--- src/rtl/load_store_unit.sv ---
// Single-outstanding load/store unit: aligns pipeline requests onto a lane-based
// memory port, flags misaligned/illegal accesses, and extends load results.
module load_store_unit #(
  parameter int DATA_W = 32,
  parameter int ADDR_W = 32,
  parameter int TAG_W  = 5
) (
  input  logic                clock,
  input  logic                reset,
  input  logic                req_valid,
  output logic                req_ready,
  input  logic                req_we,
  input  logic [1:0]          req_size,
  input  logic                req_unsigned,
  input  logic [ADDR_W-1:0]   req_addr,
  input  logic [DATA_W-1:0]   req_wdata,
  input  logic [TAG_W-1:0]    req_tag,
  output logic                mem_valid,
  input  logic                mem_ready,
  output logic                mem_we,
  output logic [ADDR_W-1:0]   mem_addr,
  output logic [DATA_W/8-1:0] mem_be,
  output logic [DATA_W-1:0]   mem_wdata,
  input  logic                mem_rvalid,
  input  logic [DATA_W-1:0]   mem_rdata,
  output logic                resp_valid,
  output logic [DATA_W-1:0]   resp_data,
  output logic [TAG_W-1:0]    resp_tag,
  output logic                resp_err,
  output logic                busy
);

  localparam int BE_W  = DATA_W / 8;
  localparam int OFF_W = $clog2(BE_W);

  typedef enum logic [1:0] {IDLE, ISSUE, WAIT, RESP} state_t;

  state_t              r_state;
  logic                r_we;
  logic [1:0]          r_size;
  logic                r_unsigned;
  logic [OFF_W-1:0]    r_off;
  logic [TAG_W-1:0]    r_tag;
  logic                r_mem_valid;
  logic                r_mem_we;
  logic [ADDR_W-1:0]   r_mem_addr;
  logic [BE_W-1:0]     r_mem_be;
  logic [DATA_W-1:0]   r_mem_wdata;
  logic                r_resp_valid;
  logic [DATA_W-1:0]   r_resp_data;
  logic [TAG_W-1:0]    r_resp_tag;
  logic                r_resp_err;

  logic [OFF_W-1:0]    w_off;
  logic [3:0]          w_bytes;
  logic [OFF_W-1:0]    w_align_mask;
  logic                w_misaligned;
  logic                w_illegal;
  logic [BE_W-1:0]     w_be_base;
  logic [BE_W-1:0]     w_be;
  logic [DATA_W-1:0]   w_wdata;
  logic [ADDR_W-1:0]   w_addr;
  logic [DATA_W-1:0]   w_shifted;
  logic [7:0]          w_nbits;
  logic [DATA_W-1:0]   w_lmask;
  logic                w_sign;
  logic                w_ext;
  logic [DATA_W-1:0]   w_load;

  // Request-side decode, evaluated on the live request and captured at acceptance.
  always_comb begin
    w_off        = req_addr[OFF_W-1:0];
    w_bytes      = 4'd1 << req_size;
    w_align_mask = OFF_W'(w_bytes - 4'd1);
    w_misaligned = (w_off & w_align_mask) != '0;
    w_illegal    = (req_size == 2'b11) && (DATA_W == 32);
    w_addr       = {req_addr[ADDR_W-1:OFF_W], {OFF_W{1'b0}}};
    w_be_base    = {BE_W{1'b1}};
    w_wdata      = req_wdata;
    case (req_size)
      2'b00: begin
        w_be_base = BE_W'(1'b1);
        w_wdata   = {BE_W{req_wdata[7:0]}};
      end
      2'b01: begin
        w_be_base = BE_W'(2'b11);
        w_wdata   = {(DATA_W/16){req_wdata[15:0]}};
      end
      2'b10: begin
        w_be_base = BE_W'(4'hF);
        w_wdata   = {(DATA_W/32){req_wdata[31:0]}};
      end
      default: ;
    endcase
    w_be = req_we ? (w_be_base << w_off) : '0;
  end

  // Load-lane extraction; a shift by the full width yields an all-ones mask.
  always_comb begin
    w_shifted = mem_rdata >> {r_off, 3'b000};
    w_nbits   = 8'd8 << r_size;
    w_lmask   = ~({DATA_W{1'b1}} << w_nbits);
    case (r_size)
      2'b00:   w_sign = w_shifted[7];
      2'b01:   w_sign = w_shifted[15];
      2'b10:   w_sign = w_shifted[31];
      default: w_sign = w_shifted[DATA_W-1];
    endcase
    w_ext  = !r_unsigned && w_sign && (r_size != 2'b11);
    w_load = (w_shifted & w_lmask) | (w_ext ? ~w_lmask : '0);
  end

  always_ff @(posedge clock or posedge reset) begin
    if (reset) begin
      r_state      <= IDLE;
      r_we         <= 1'b0;
      r_size       <= 2'b00;
      r_unsigned   <= 1'b0;
      r_off        <= '0;
      r_tag        <= '0;
      r_mem_valid  <= 1'b0;
      r_mem_we     <= 1'b0;
      r_mem_addr   <= '0;
      r_mem_be     <= '0;
      r_mem_wdata  <= '0;
      r_resp_valid <= 1'b0;
      r_resp_data  <= '0;
      r_resp_tag   <= '0;
      r_resp_err   <= 1'b0;
    end else begin
      case (r_state)
        IDLE: begin
          if (req_valid) begin
            r_we       <= req_we;
            r_size     <= req_size;
            r_unsigned <= req_unsigned;
            r_off      <= w_off;
            r_tag      <= req_tag;
            if (w_illegal || w_misaligned) begin
              r_state      <= RESP;
              r_resp_valid <= 1'b1;
              r_resp_err   <= 1'b1;
              r_resp_data  <= '0;
              r_resp_tag   <= req_tag;
            end else begin
              r_state     <= ISSUE;
              r_mem_valid <= 1'b1;
              r_mem_we    <= req_we;
              r_mem_addr  <= w_addr;
              r_mem_be    <= w_be;
              r_mem_wdata <= req_we ? w_wdata : '0;
            end
          end
        end
        ISSUE: begin
          if (mem_ready) begin
            r_mem_valid <= 1'b0;
            r_mem_we    <= 1'b0;
            r_mem_addr  <= '0;
            r_mem_be    <= '0;
            r_mem_wdata <= '0;
            if (r_we) begin
              r_state      <= RESP;
              r_resp_valid <= 1'b1;
              r_resp_err   <= 1'b0;
              r_resp_data  <= '0;
              r_resp_tag   <= r_tag;
            end else begin
              r_state <= WAIT;
            end
          end
        end
        WAIT: begin
          if (mem_rvalid) begin
            r_state      <= RESP;
            r_resp_valid <= 1'b1;
            r_resp_err   <= 1'b0;
            r_resp_data  <= w_load;
            r_resp_tag   <= r_tag;
          end
        end
        default: begin
          r_state      <= IDLE;
          r_resp_valid <= 1'b0;
          r_resp_err   <= 1'b0;
          r_resp_data  <= '0;
          r_resp_tag   <= '0;
        end
      endcase
    end
  end

  assign req_ready  = (r_state == IDLE);
  assign busy       = (r_state != IDLE);
  assign mem_valid  = r_mem_valid;
  assign mem_we     = r_mem_we;
  assign mem_addr   = r_mem_addr;
  assign mem_be     = r_mem_be;
  assign mem_wdata  = r_mem_wdata;
  assign resp_valid = r_resp_valid;
  assign resp_data  = r_resp_data;
  assign resp_tag   = r_resp_tag;
  assign resp_err   = r_resp_err;

endmodule
--- config.mk ---
export PLATFORM = sky130hd
export DESIGN_NAME = load_store_unit
export DESIGN_NICKNAME = d
export VERILOG_FILES = /design/src/rtl/load_store_unit.sv
export SDC_FILE = /design/constraint.sdc
export NUM_CORES = 1
export LEC_CHECK = 0
export CELL_PAD_IN_SITES_DETAIL_PLACEMENT = 0
export CELL_PAD_IN_SITES_GLOBAL_PLACEMENT = 1
export CORE_MARGIN = 2
export CORE_UTILIZATION = 31
export CTS_CLUSTER_DIAMETER = 40
export DETAILED_ROUTE_END_ITERATION = 6
export GPL_ROUTABILITY_DRIVEN = 0
export PLACE_DENSITY = 0.77
export SYNTH_ARGS = -nofsm -noshare
export SYNTH_HDL_FRONTEND = slang
export SYNTH_SLANG_ARGS = --single-unit
--- constraint.sdc ---
create_clock -name clock -period 4.2 [get_ports clock]
set_clock_uncertainty 0.2 [all_clocks]
set_input_delay 1.05 -clock clock [delete_from_list [all_inputs] [get_ports clock]]
set_output_delay 1.05 -clock clock [all_outputs]
set_load 0.01 [all_outputs]
==> impl_metrics.toml, run 1 <==
[cells_and_area]
filler_cell_count = 1697
nets = 858
multi_input_area_um2 = 2760
final_cell_mix = "clkdlybuf4s50_1, dfrtp_1, o21ai_0, mux2_2, nor2b_1"
syn2layout_area_growth_pct = 51.8
drive_gt1_share_pct = 14.8
area.sequential_um2 = 3000
final_common_cell = "clkdlybuf4s50_1"
antenna_cells = 0

[power_and_ir_drop]
leakagePower_nw = 3.73
power_density_nw_per_um2 = 766
worst_ir_drop_vdd_v = 0.000339
finalPower_w = 0.00696

[synthesis]
synth.top_cell.area_share_pct = 50.1
ys_ff_latch = 120
netlist_area_um2 = 5990
postSynthCellCount = 539
synth-seq-area-share_pct = 50.1
synth.largest_area_cell = "dfrtp_1"
synth_area_leaders = "dfrtp_1, mux2_2, o21ai_0"
ys_warn_count = 0
syn_avg_cell_area_um2 = 11.1
synth.distinct_cells = 44

[global_route]
grt_max_degree = 121
grt_pass1_wl_um = 29200
first_global_vias = 5256
grt_usage_pct = 18.4
overflow = 0
antenna_found_initial = 0

[clock_tree]
clkTransAtPathRegs_ns = 0.05
cts.sinks = 120
cts.repair.resized = 0
cts_made_buffers = 17
cts_tree = "yes"
ctsHoldBuffers = 0
cts_max_level = 4
cts_buffer_depth = 2
clk_latency_ns = 0.41
cts_root_buf = "clkbuf_16"
post_cts_buffers = 0

[placement]
port_buffers = 218
dp_hpwl_um = 13200
place_ws_ns = 0.385

[timing]
finalWorstSetupSlack_ns = 0.745
post-route-period-util_pct = 82.3
fmax_mhz = 289
hold_violations = 0
rsz0062_at_grt = "no"
setup_violations = 0
slew_headroom_pct = 42.1
period_needed_ns = 3.45
worstMarginPinSlew_ns = 0.868
slew_violations = 0
finalSetupTns_ns = 0

[critical_path]
crit_start = "r_state[1]$_DFFE_PP0P_"
worst_setup_path_start_kind = "register"
reg2reg_from = "r_state[0]$_DFFE_PP0P_"
critPathTopFamily = "buffers and inverters"
worstSetupPathType = "register to primary output"
crit_path_max_incr_delay_ns = 0.57
slowest_stage = "clkdlybuf4s50_1"
cp_max_fo = 12
arrival_ns = 2.20
path_buf_inv = 3
crit_chain = "inv_1 > ha_1 > inv_1 > clkdlybuf4s50_1"
end_kind = "primary output"
crit_top_cell = "inv_1"
required_ns = 2.95

[worst_hold_path]
hold_class = "register to register"
hold_start = "mem_we$_DFFE_PP0P_"

[floorplan]
start_util_pct = 31.8
core-area_um2 = 18800
die_area_um2 = 20500
num_io_pins = 221
fp.dieH_um = 143
rows = 50
die_x_um = 143

[detailed_routing]
vias_per_cell = 5.11
drcViolationCount = 0
wl_um = 18800
drtIter0Drc = 277
num_vias = 5193
antenna_left = 0
firstDrtPassIters = 5
detail_route.wl_per_cell_um = 18.5

[status]
status = "complete, no violations"

[flow_run]
maxCapViolCount = 0
## cell families after synthesis
group | after synthesis | synth area share, %
buffers and inverters | 54 | 4.07
adder cells (fa/ha/maj) | 6 | 1.23
other | 1 | 0.0626
XOR/XNOR | 1 | 0.146
AO/OA/AOI/OAI | 195 | 22.8
multiplexers | 76 | 13.9
flip-flops | 120 | 50.1
AND/OR/NAND/NOR | 86 | 7.64
## metal layers
layer | vias to the layer above | part of all wire, % | track usage (%)
met5 | - | 0 | 0
li1 | 2403 | - | -
met2 | 226 | 48 | 30.1
met3 | 12 | 9.5 | 6.87
met1 | 2552 | 41 | 23.0
met4 | 0 | 1.1 | 4.85
## through the flow
stage	area, um^2	hold slack [ns]	cells	util (%)
6_report	9090	0.290	1016	48.3
3_5_place_dp	8440	0.273	984	44.8
4_1_cts	9090	0.297	1016	48.3
3_3_place_gp	8440	0.267	984	44.8
5_1_grt	9090	0.319	1016	48.3
2_1_floorplan	6000	0.280	540	-
## worst reg2reg max path: stages, from the launching register on
cell     delay, ns
dfrtp_1       0.41
inv_1         0.10
ha_1          0.73
or3b_1        0.42
o221a_2       0.30
nor3_2        0.41
a22o_1        0.21
## area by class of cell
cell class / instances / share of cell area [%]
repair buffers: 232 / 25.6
clock buffers: 20 / 5.02
inverters: 6 / 0.289
well taps: 260 / 3.58
clock inverters: 12 / 2.17
multi-input cells: 366 / 30.4
flip-flops and latches: 120 / 33.0
## synthesized netlist by cell type, drive strengths merged
library cell	n
nand2	28
o41ai	8
o21ai	65
nor2b	32
and2b	1
clkbuf	26
and2	1
o21bai	1
xor2	1
or3b	1
nor2	9
a21boi	8
a21o	1
nand2b	5
inv	5
mux2i	18
a22oi	28
o2111ai	2
ha	5
or2	2
conb	1
a211oi	2
buf	22
clkinv	1
a31oi	1
o221a	1
nand3	2
o31ai	16
a21oi	11
o2bb2ai	17
o211ai	7
mux2	58
a22o	27
nor3b	2
nand3b	1
dfrtp	120
nor3	2
maj3	1
## path summary, 6_finish.rpt
| kind | endpoint | slack, ns | cells past startpoint |
|---|---|---|---|
| worst max-delay path | busy | 0.75 | 4 |
| worst min-delay path | mem_we$_DFFE_PP0P_ | 0.29 | 1 |
| worst max register to register | resp_data[8]$_DFFE_PP0P_ | 1.36 | 6 |
| worst min register to register | mem_we$_DFFE_PP0P_ | 0.29 | 1 |
| max in group asynchronous | r_off[0]$_DFFE_PP0P_ | 2.35 | 3 |
| min in group asynchronous | mem_addr[27]$_DFFE_PP0P_ | 0.99 | 3 |
## power breakdown
group	switching (W)	leakage [nW]	internal (W)
clock network	0.000532	0.304	0.00108
logic	0.00165	1.86	0.00172
registers	0.000324	1.56	0.00166
## sequential cells by signal, indices dropped and copies added, names as in the netlist, 4 cells and up
register   flops
mem_wdata     32
resp_data     32
mem_addr      30
r_tag          5
resp_tag       5
mem_be         4
No activity file was read; power rests on OpenSTA's default activity.
==> inputs of run 2 (changes only) <==
--- a/config.mk
+++ b/config.mk
@@ -8,11 +8,11 @@
 export CELL_PAD_IN_SITES_DETAIL_PLACEMENT = 0
 export CELL_PAD_IN_SITES_GLOBAL_PLACEMENT = 1
 export CORE_MARGIN = 2
-export CORE_UTILIZATION = 31
+export CORE_UTILIZATION = 34
 export CTS_CLUSTER_DIAMETER = 40
 export DETAILED_ROUTE_END_ITERATION = 6
 export GPL_ROUTABILITY_DRIVEN = 0
-export PLACE_DENSITY = 0.77
+export PLACE_DENSITY = 0.81
 export SYNTH_ARGS = -nofsm -noshare
 export SYNTH_HDL_FRONTEND = slang
 export SYNTH_SLANG_ARGS = --single-unit
==> constraint.sdc (replaced) <==
create_clock -name clock -period 3.2 [get_ports clock]
set_clock_uncertainty 0.2 [all_clocks]
set_input_delay 0.8 -clock clock [delete_from_list [all_inputs] [get_ports clock]]
set_output_delay 0.8 -clock clock [all_outputs]
set_load 0.01 [all_outputs]
==> run 2 against run 1 <==
Compared with the run above: register-to-register slack worse by 0.49 ns; clock-buffer cell count up 4; power up 30%; critical path depth rose by 4; combinational power grew 36%; largest power group unchanged.
==> impl_metrics.toml, run 2 (synthesis results as in run 1) <==
[clock_tree]
cts_root_buf = "clkbuf_16"
clk_latency_ns = 0.41
cts_tree = "yes"
cts.sinks = 120
post_cts_buffers = 0
cts_max_level = 4
cts_made_buffers = 17
cts_buffer_depth = 2
clkTransAtPathRegs_ns = 0.05
ctsHoldBuffers = 0

[detailed_routing]
drcViolationCount = 0
drtIter0Drc = 278
antenna_left = 0
firstDrtPassIters = 4
vias_per_cell = 5.30
num_vias = 5283
detail_route.wl_per_cell_um = 18.7
wl_um = 18600

[timing]
fmax_mhz = 338
slew_violations = 0
period_needed_ns = 2.96
post-route-period-util_pct = 92.3
setup_violations = 0
slew_headroom_pct = 56.8
rsz0062_at_grt = "no"
hold_violations = 0
worstMarginPinSlew_ns = 0.647
hold_ws_ns = 0.283

[critical_path]
required_ns = 3.29
arrival_ns = 3.04
r2r_cells = 8
r2r_end = "resp_data[12]$_DFFE_PP0P_"
crit_chain = "clkdlybuf4s50_1 > or2_2 > ha_1 > and2b_1 > o21ai_4 > o2111ai_4 > buf_4 > mux2_2"
end_kind = "register"
crit_path_max_incr_delay_ns = 0.41
cp_max_fo = 15
worstSetupPathType = "input port to register"
critPathTopFamily = "buffers and inverters"
worst_setup_path_start_kind = "input port"
reg2reg_from = "r_state[1]$_DFFE_PP0P_"
reg2reg_slack_ns = 0.87
slowest_stage = "clkdlybuf4s50_1"
path_buf_inv = 2

[power_and_ir_drop]
worst_ir_drop_vdd_v = 0.000518
power_density_nw_per_um2 = 989
finalPower_w = 0.00907
leakagePower_nw = 3.80

[cells_and_area]
nets = 874
final_common_cell = "clkdlybuf4s50_1"
drive_gt1_share_pct = 16.3
antenna_cells = 0
fin_area_um2 = 9170
final_cell_mix = "clkdlybuf4s50_1, dfrtp_1, o21ai_0, mux2_2, nor2b_1"
syn2layout_area_growth_pct = 53.0
filler_cell_count = 1459

[flow_run]
maxCapViolCount = 0

[status]
status = "complete, no violations"

[placement]
dp_hpwl_um = 13500
port_buffers = 218
placed_area_um2 = 8580

[floorplan]
core-area_um2 = 17200
num_io_pins = 221
start_util_pct = 34.8
fp.dieH_um = 137
die_area_um2 = 18700
rows = 48
die_x_um = 137

[worst_hold_path]
hold_path_depth = 1
hold_end = "mem_we$_DFFE_PP0P_"
hold_class = "register to register"
hold_start = "mem_we$_DFFE_PP0P_"

[global_route]
grt_max_degree = 38
grt_usage_pct = 20.3
overflow = 0
grt_pass1_wl_um = 29400
antenna_found_initial = 0
first_global_vias = 5565
[run 2: cell count changes in the layout (fill, tap and decap cells not counted)]
| cell | delta |
|---|---|
| buf_12 | +5 |
| buf_4 | +11 |
| bufinv_16 | -3 |
| clkbuf_1 | +2 |
| clkbuf_8 | +2 |
| clkinvlp_4 | -2 |
| ha_1 | -1 |
| ha_2 | +1 |
[run 2: stage by stage]
| step | cells | setup WS [ns] | setup TNS, ns | util (%) |
|---|---|---|---|---|
| floorplan | 540 | 0.0135 | 0 | - |
| global placement | 965 | -0.165 | -6.97 | 49.8 |
| detailed placement | 965 | -0.206 | -8.44 | 49.8 |
| CTS | 996 | 0.0190 | 0 | 53.2 |
| global route | 996 | 0.136 | 0 | 53.2 |
| finish | 996 | 0.245 | 0 | 53.2 |
[run 2: worst max path at each step]
stage | end | depth (start not counted) | slack, ns | from
5_1_grt | mem_addr[24]$_DFFE_PP0P_ | 8 | 0.14 | req_size[0]
4_1_cts | busy | 4 | 0.02 | r_state[1]$_DFFE_PP0P_
3_3_place_gp | mem_addr[15]$_DFFE_PP0P_ | 8 | -0.16 | req_size[0]
2_1_floorplan | resp_data[16]$_DFFE_PP0P_ | 10 | 0.01 | req_size[0]
6_report | mem_addr[24]$_DFFE_PP0P_ | 8 | 0.24 | req_size[0]
3_5_place_dp | mem_addr[18]$_DFFE_PP0P_ | 8 | -0.21 | req_size[0]
[run 2: cell type report]
class	count	area, um^2	area share (%)
clock buffer	24	492	5.37
clock inverter	7	92.6	1.01
inverter	6	26.3	0.287
sequential	120	3000	32.8
multi-input combinational	366	2760	30.1
timing repair buffer	248	2510	27.4
tap	225	282	3.07
[run 2: timing repair]
action                                  in CTS  in global routing
gates resized for setup                      0                  1
endpoints found under the setup margin       0                  1
endpoints found under the hold margin        0                  0
[run 2: metal layers]
layer / wire length, um / global-route usage, % / share of wire [%] / vias to the layer above
li1: - / - / - / 2430
met1: 7700 / 25.5 / 41 / 2582
met2: 8780 / 32.3 / 47 / 241
met3: 1760 / 7.04 / 9.4 / 30
met4: 393 / 7.64 / 2.1 / 0
met5: 0 / 0 / 0 / -
[run 2: worst register-to-register path, stage by stage, from the launching register on]
cell	delay [ns]
dfrtp_1	0.41
inv_1	0.11
ha_2	0.37
nand2b_1	0.20
o2111ai_2	0.14
buf_4	0.35
nor3_2	0.08
buf_4	0.17
a22o_1	0.18
[run 2: power by group]
group | internal (W) | switching, W
registers | 0.00218 | 0.000444
clock network | 0.00122 | 0.000659
logic | 0.00238 | 0.00219
total | 0.00578 | 0.00329
